==> src/rtl/axi4_lite_pkg.sv <==
// Shared AXI4-Lite definitions for the read master.
// Response codes and the master state encoding.
package axi4_lite_pkg;

    localparam logic [1:0] OKAY   = 2'b00;
    localparam logic [1:0] EXOKAY = 2'b01;
    localparam logic [1:0] SLVERR = 2'b10;
    localparam logic [1:0] DECERR = 2'b11;

    typedef enum logic [1:0] {
        ST_IDLE = 2'b00,
        ST_ADDR = 2'b01,
        ST_DATA = 2'b10,
        ST_RESP = 2'b11
    } mst_state_e;

endpackage

==> src/rtl/axi_sat_counter.sv <==
// Saturating up-counter with synchronous clear.
// Sticks at all-ones instead of wrapping.
module axi_sat_counter #(
    parameter int WIDTH = 8
) (
    input  logic             clk,
    input  logic             clr,
    input  logic             inc,
    output logic [WIDTH-1:0] value
);

    localparam logic [WIDTH-1:0] MAX = '1;

    logic [WIDTH-1:0] value_q;
    logic [WIDTH-1:0] value_d;

    // next count: clear wins, then increment unless saturated
    always_comb begin
        value_d = value_q;
        if (clr) begin
            value_d = '0;
        end else if (inc && (value_q != MAX)) begin
            value_d = value_q + 1'b1;
        end
    end

    // count register
    always_ff @(posedge clk) begin
        value_q <= value_d;
    end

    assign value = value_q;

endmodule

==> src/rtl/axi4_lite_read_master.sv <==
// AXI4-Lite read master: one command in, one AR/R pair out,
// one response back, with latency and error statistics.
module axi4_lite_read_master
    import axi4_lite_pkg::*;
#(
    parameter int ADDR_WIDTH = 32,
    parameter int DATA_WIDTH = 32,
    parameter int LAT_WIDTH  = 8,
    parameter int ERR_WIDTH  = 8
) (
    input  logic                  clk,
    input  logic                  reset,
    input  logic                  cmd_valid,
    output logic                  cmd_ready,
    input  logic [ADDR_WIDTH-1:0] cmd_addr,
    output logic                  rsp_valid,
    input  logic                  rsp_ready,
    output logic [DATA_WIDTH-1:0] rsp_data,
    output logic [1:0]            rsp_resp,
    output logic [LAT_WIDTH-1:0]  rsp_latency,
    output logic [ERR_WIDTH-1:0]  err_count,
    output logic [ADDR_WIDTH-1:0] AR_ADDR,
    output logic                  AR_VALID,
    input  logic                  AR_READY,
    input  logic [DATA_WIDTH-1:0] R_DATA,
    input  logic                  R_VALID,
    output logic                  R_READY,
    input  logic [1:0]            R_RESP
);

    localparam logic [LAT_WIDTH-1:0] LAT_MAX = '1;

    mst_state_e state_q;
    mst_state_e state_d;

    logic [ADDR_WIDTH-1:0] ar_addr_q, ar_addr_d;
    logic                  ar_valid_q, ar_valid_d;
    logic                  r_ready_q, r_ready_d;
    logic                  rsp_valid_q, rsp_valid_d;
    logic [DATA_WIDTH-1:0] rsp_data_q, rsp_data_d;
    logic [1:0]            rsp_resp_q, rsp_resp_d;
    logic [LAT_WIDTH-1:0]  rsp_lat_q, rsp_lat_d;

    logic [LAT_WIDTH-1:0] lat_cnt;
    logic [LAT_WIDTH-1:0] lat_next;
    logic                 cmd_hs;
    logic                 r_hs;
    logic                 lat_clr;
    logic                 lat_inc;
    logic                 err_inc;

    assign cmd_hs = (state_q == ST_IDLE) && cmd_valid;
    assign r_hs   = (state_q == ST_DATA) && R_VALID;

    // Latency covers every cycle in ADDR and DATA; the final DATA
    // cycle is included by reporting the counter plus one.
    assign lat_clr  = reset || cmd_hs;
    assign lat_inc  = (state_q == ST_ADDR) || (state_q == ST_DATA);
    assign lat_next = (lat_cnt == LAT_MAX) ? lat_cnt : lat_cnt + 1'b1;
    assign err_inc  = r_hs && (R_RESP != OKAY);

    axi_sat_counter #(
        .WIDTH (LAT_WIDTH)
    ) u_lat_cnt (
        .clk   (clk),
        .clr   (lat_clr),
        .inc   (lat_inc),
        .value (lat_cnt)
    );

    axi_sat_counter #(
        .WIDTH (ERR_WIDTH)
    ) u_err_cnt (
        .clk   (clk),
        .clr   (reset),
        .inc   (err_inc),
        .value (err_count)
    );

    // state register
    always_ff @(posedge clk) begin
        if (reset) begin
            state_q <= ST_IDLE;
        end else begin
            state_q <= state_d;
        end
    end

    // next-state logic: one transaction at a time
    always_comb begin
        state_d = state_q;
        unique case (state_q)
            ST_IDLE: if (cmd_valid) state_d = ST_ADDR;
            ST_ADDR: if (AR_READY)  state_d = ST_DATA;
            ST_DATA: if (R_VALID)   state_d = ST_RESP;
            ST_RESP: if (rsp_ready) state_d = ST_IDLE;
        endcase
    end

    // next values of the registered outputs, held unless an event fires
    always_comb begin
        ar_addr_d   = ar_addr_q;
        ar_valid_d  = ar_valid_q;
        r_ready_d   = r_ready_q;
        rsp_valid_d = rsp_valid_q;
        rsp_data_d  = rsp_data_q;
        rsp_resp_d  = rsp_resp_q;
        rsp_lat_d   = rsp_lat_q;
        unique case (state_q)
            ST_IDLE: begin
                if (cmd_valid) begin
                    ar_addr_d  = cmd_addr;
                    ar_valid_d = 1'b1;
                end
            end
            ST_ADDR: begin
                if (AR_READY) begin
                    ar_valid_d = 1'b0;
                    r_ready_d  = 1'b1;
                end
            end
            ST_DATA: begin
                if (R_VALID) begin
                    rsp_data_d  = R_DATA;
                    rsp_resp_d  = R_RESP;
                    rsp_lat_d   = lat_next;
                    r_ready_d   = 1'b0;
                    rsp_valid_d = 1'b1;
                end
            end
            ST_RESP: begin
                if (rsp_ready) begin
                    rsp_valid_d = 1'b0;
                end
            end
        endcase
    end

    // output registers
    always_ff @(posedge clk) begin
        if (reset) begin
            ar_addr_q   <= '0;
            ar_valid_q  <= 1'b0;
            r_ready_q   <= 1'b0;
            rsp_valid_q <= 1'b0;
            rsp_data_q  <= '0;
            rsp_resp_q  <= OKAY;
            rsp_lat_q   <= '0;
        end else begin
            ar_addr_q   <= ar_addr_d;
            ar_valid_q  <= ar_valid_d;
            r_ready_q   <= r_ready_d;
            rsp_valid_q <= rsp_valid_d;
            rsp_data_q  <= rsp_data_d;
            rsp_resp_q  <= rsp_resp_d;
            rsp_lat_q   <= rsp_lat_d;
        end
    end

    assign cmd_ready   = (state_q == ST_IDLE) && !reset;
    assign AR_ADDR     = ar_addr_q;
    assign AR_VALID    = ar_valid_q;
    assign R_READY     = r_ready_q;
    assign rsp_valid   = rsp_valid_q;
    assign rsp_data    = rsp_data_q;
    assign rsp_resp    = rsp_resp_q;
    assign rsp_latency = rsp_lat_q;

endmodule

==> config.mk <==
export PLATFORM = sky130hd
export DESIGN_NAME = axi4_lite_read_master
export DESIGN_NICKNAME = d
export VERILOG_FILES = /design/src/rtl/axi4_lite_pkg.sv /design/src/rtl/axi_sat_counter.sv /design/src/rtl/axi4_lite_read_master.sv
export SDC_FILE = /design/constraint.sdc
export NUM_CORES = 1
export LEC_CHECK = 0
export ABC_AREA = 1
export BUFFER_PORTS_ARGS = -buffer_cell sky130_fd_sc_hd__clkbuf_2
export CORE_MARGIN = 3
export CORE_UTILIZATION = 52
export DETAILED_ROUTE_END_ITERATION = 10
export GPL_ROUTABILITY_DRIVEN = 0
export HOLD_SLACK_MARGIN = 0.12
export PLACE_DENSITY = 0.87
export SLEW_MARGIN = 20
export SYNTH_ARGS = -nofsm -noshare
export SYNTH_HDL_FRONTEND = slang
export SYNTH_HIERARCHICAL = 1
export SYNTH_SLANG_ARGS = --single-unit
==> constraint.sdc <==
create_clock -name clk -period 3.3 [get_ports clk]
set_input_delay 0.66 -clock clk [delete_from_list [all_inputs] [get_ports clk]]
set_output_delay 0.66 -clock clk [all_outputs]
set_load 0.005 [all_outputs]
==> run_summary.xml <==
<?xml version="1.0" encoding="UTF-8"?>
<metrics>
  <group name="global_route">
    <metric name="grt_pass1_vias" unit="">3663</metric>
    <metric name="grt_resource_usage_total" unit="">0.226</metric>
    <metric name="grt_start_max_net_pins" unit="">46</metric>
    <metric name="grt_pass1_wl" unit="mm">16.3</metric>
    <metric name="global_route.overflow_total" unit="">0</metric>
    <metric name="number_of_antenna_violations_at_the_first_check_in_global_routing" unit="">0</metric>
  </group>
  <group name="critical_path">
    <metric name="element_type_at_the_critical_path_start" unit="">register</metric>
    <metric name="critical_path_rt" unit="ps">2640</metric>
    <metric name="worst-path-max-fanout" unit="">4</metric>
    <metric name="timing_worst_setup_path_type" unit="">reg2out</metric>
    <metric name="endpoint_kind" unit="">primary output</metric>
    <metric name="crit_arrival" unit="ps">1380</metric>
  </group>
  <group name="logic_synthesis">
    <metric name="synth_top_cell_by_area" unit="">sky130_fd_sc_hd__dfxtp_1</metric>
    <metric name="syn_area" unit="sq mm">0.00406</metric>
    <metric name="syn_inst" unit="">572</metric>
    <metric name="synth.yosys.warnings" unit="">6</metric>
    <metric name="main_area_contributors_after_synthesis" unit="">sky130_fd_sc_hd__dfxtp_1 (47%), sky130_fd_sc_hd__nor2_1 (17%), sky130_fd_sc_hd__o21ai_0 (8.4%)</metric>
    <metric name="synth_async_sr_flop_share" unit="">0</metric>
    <metric name="synthesis.nets" unit="">652</metric>
    <metric name="ys_seq_area_frac" unit="">0.468</metric>
    <metric name="post_synth.cell_area_avg" unit="sq um">7.10</metric>
    <metric name="synth_seq_cells" unit="">95</metric>
    <metric name="netlist-cell-type-count" unit="">26</metric>
    <metric name="synth_ff_type" unit="">sky130_fd_sc_hd__dfxtp_1</metric>
    <metric name="proportion_of_netlist_area_held_by_the_largest_area_contributor" unit="">0.468</metric>
    <metric name="synth-edff-count" unit="">0</metric>
  </group>
  <group name="outcome">
    <metric name="run_status" unit="">finished clean</metric>
  </group>
  <group name="power_and_ir_drop">
    <metric name="powerDensity" unit="mW/mm^2">677</metric>
    <metric name="irDropWorstVdd" unit="uV">282</metric>
    <metric name="static-leakage-power" unit="nW">2.43</metric>
  </group>
  <group name="clocking">
    <metric name="cts_setup_buffers" unit="">0</metric>
    <metric name="cts.clk_slew.worst_paths" unit="ps">90</metric>
    <metric name="clockRootBuffer" unit="">sky130_fd_sc_hd__clkbuf_8</metric>
    <metric name="ctsResizeCount" unit="">0</metric>
    <metric name="cts-buffers-inserted" unit="">9</metric>
    <metric name="worstSkewPairLatency" unit="ps">350</metric>
    <metric name="clk_buf_depth" unit="">2</metric>
    <metric name="quantity_of_hold_fixing_buffers_added_after_cts" unit="">0</metric>
    <metric name="clock_sinks" unit="">95</metric>
    <metric name="cts_tree" unit="">done</metric>
    <metric name="cts_max_level" unit="">3</metric>
  </group>
  <group name="route">
    <metric name="final_antenna_net_count" unit="">0</metric>
    <metric name="routed_wl" unit="mm">10.3</metric>
    <metric name="routed_wire_length_per_instance" unit="microns">12.5</metric>
    <metric name="detail_route.first_pass.iterations" unit="">5</metric>
    <metric name="drc" unit="">0</metric>
    <metric name="drt_first_iter_violations" unit="">251</metric>
    <metric name="post_drt_via_cell_ratio" unit="">5.02</metric>
    <metric name="total_via_count_after_detailed_routing" unit="">4121</metric>
  </group>
  <group name="sta">
    <metric name="rsz_0062_raised_after_global_routing" unit="">no</metric>
    <metric name="tightestPinTransition" unit="ps">574</metric>
    <metric name="timing_hold_violations_final" unit="">0</metric>
    <metric name="crit_path_time_final" unit="ps">2040</metric>
    <metric name="clock_skew" unit="ps">11.2</metric>
    <metric name="period_share" unit="">0.619</metric>
    <metric name="setup_violations" unit="">0</metric>
    <metric name="maxSlewHeadroom" unit="">0.617</metric>
    <metric name="setup_tns" unit="ps">0</metric>
    <metric name="maxSlewViolCount" unit="">0</metric>
    <metric name="clock.fmax" unit="GHz">0.489</metric>
  </group>
  <group name="floorplanning">
    <metric name="coreArea" unit="sq mm">0.00741</metric>
    <metric name="dieWidth" unit="microns">94.4</metric>
    <metric name="die-height" unit="microns">94.4</metric>
    <metric name="num_io_pins" unit="">158</metric>
    <metric name="placement_rows" unit="">31</metric>
    <metric name="floorplan.die_area" unit="sq mm">0.00891</metric>
    <metric name="start_util" unit="">0.548</metric>
  </group>
  <group name="placement">
    <metric name="post-place-cells" unit="">805</metric>
    <metric name="dp_hpwl" unit="mm">7.60</metric>
    <metric name="count_of_input_and_output_buffers" unit="">157</metric>
  </group>
  <group name="final_layout">
    <metric name="final_layout_size_suffix_gt1_frac" unit="">0.274</metric>
    <metric name="mostFrequentLayoutCells" unit="">sky130_fd_sc_hd__nor2_1 (180), sky130_fd_sc_hd__clkbuf_2 (157), sky130_fd_sc_hd__dfxtp_1 (95)</metric>
    <metric name="mostFrequentLayoutCell" unit="">sky130_fd_sc_hd__nor2_1</metric>
    <metric name="syn2layout_area_growth" unit="%">23.8</metric>
    <metric name="stdcell_count" unit="">821</metric>
    <metric name="count_of_filler_cells_inserted_in_the_layout" unit="">624</metric>
    <metric name="n_antenna_cell" unit="">0</metric>
    <metric name="final_core_util" unit="">0.679</metric>
    <metric name="design.final.nets" unit="">797</metric>
  </group>
  <group name="hold_path">
    <metric name="worstHoldPathType" unit="">reg2reg</metric>
  </group>
  <group name="job">
    <metric name="cap_violations" unit="">0</metric>
  </group>
</metrics>
cell type report:
class	count	area, sq um	area share
Sequential cell	95	1900	0.378
Multi-Input combinational cell	408	1830	0.364
Clock buffer	10	128	0.0254
Tap cell	99	124	0.0246
Inverter	42	158	0.0313
Clock inverter	6	70.1	0.0139
Timing Repair Buffer	161	816	0.162
cells in the mapped netlist (all sizes together) (2+ instances only):
master	instances
clkbuf	14
buf	13
nor3	2
nor2	185
dfxtp	95
a21oi	21
or2	2
o21ai	74
nand3	26
inv	42
nand2	85
nand3b	2
ha	8
through the flow:
| stage | setup slack (ps) | cell area (sq um) | power (mW) | hold slack (ps) |
|---|---|---|---|---|
| detailed placement | 1280 | 4830 | 2.65 | 466 |
| finish | 1260 | 5030 | 3.40 | 477 |
| global placement | 1340 | 4830 | 2.60 | 456 |
| global route | 1120 | 5030 | 3.64 | 504 |
| CTS | 1260 | 5030 | 3.41 | 480 |
| floorplan | 1590 | 4060 | 2.28 | 462 |
critical path, cell delays in order (launching register included):
cell and delay [ps]:
sky130_fd_sc_hd__dfxtp_1 360, sky130_fd_sc_hd__inv_1 120, sky130_fd_sc_hd__ha_1 240, sky130_fd_sc_hd__inv_1 60, sky130_fd_sc_hd__nor2_1 110, sky130_fd_sc_hd__clkbuf_2 150
worst paths after layout:
check                           start                  endpoint  slack [ps]  cells past startpoint
max           state_q[1]$_SDFFE_PP0P_                 cmd_ready        1260                      5
max reg2reg   state_q[1]$_SDFFE_PP0P_  AR_ADDR[21]$_SDFFE_PP0P_        1320                      6
min          rsp_resp[0]$_SDFFE_PP0P_  rsp_resp[0]$_SDFFE_PP0P_         480                      2
min reg2reg  rsp_resp[0]$_SDFFE_PP0P_  rsp_resp[0]$_SDFFE_PP0P_         480                      2
routing by layer:
metal  vias up  wire length, microns  share of wire  track usage
met5         -                     0              0            0
li1       2091                     -              -            -
met4         0                   159          0.015       0.0854
met2       160                  5130           0.50        0.397
met1      1853                  4220           0.41        0.273
met3        17                   773          0.075       0.0438
state kept, by name, summed over array words and instances, names as in the netlist:
signal / cells
state_q: 2
AR_VALID: 1
u_err_cnt/value: 8
rsp_latency: 8
u_lat_cnt/value: 8
AR_ADDR: 32
R_READY: 1
rsp_data: 32
rsp_valid: 1
rsp_resp: 2
power by group:
group          leakage [nW]  total [mW]  internal [mW]  switching, mW
combinational          1.56        1.10          0.445          0.655
clock                0.0944       0.763          0.356          0.407
sequential            0.777        1.54           1.38          0.159
total                  2.43        3.40           2.18           1.22
cells by family after synthesis:
logic type	Yosys count	synth area share
xor+xnor	1	0.00216
buf+inv	69	0.0804
flops	95	0.468
simple gates	303	0.306
compound gates	96	0.119
fa+ha+maj	8	0.0246
Power figures use the tool's default switching activity.
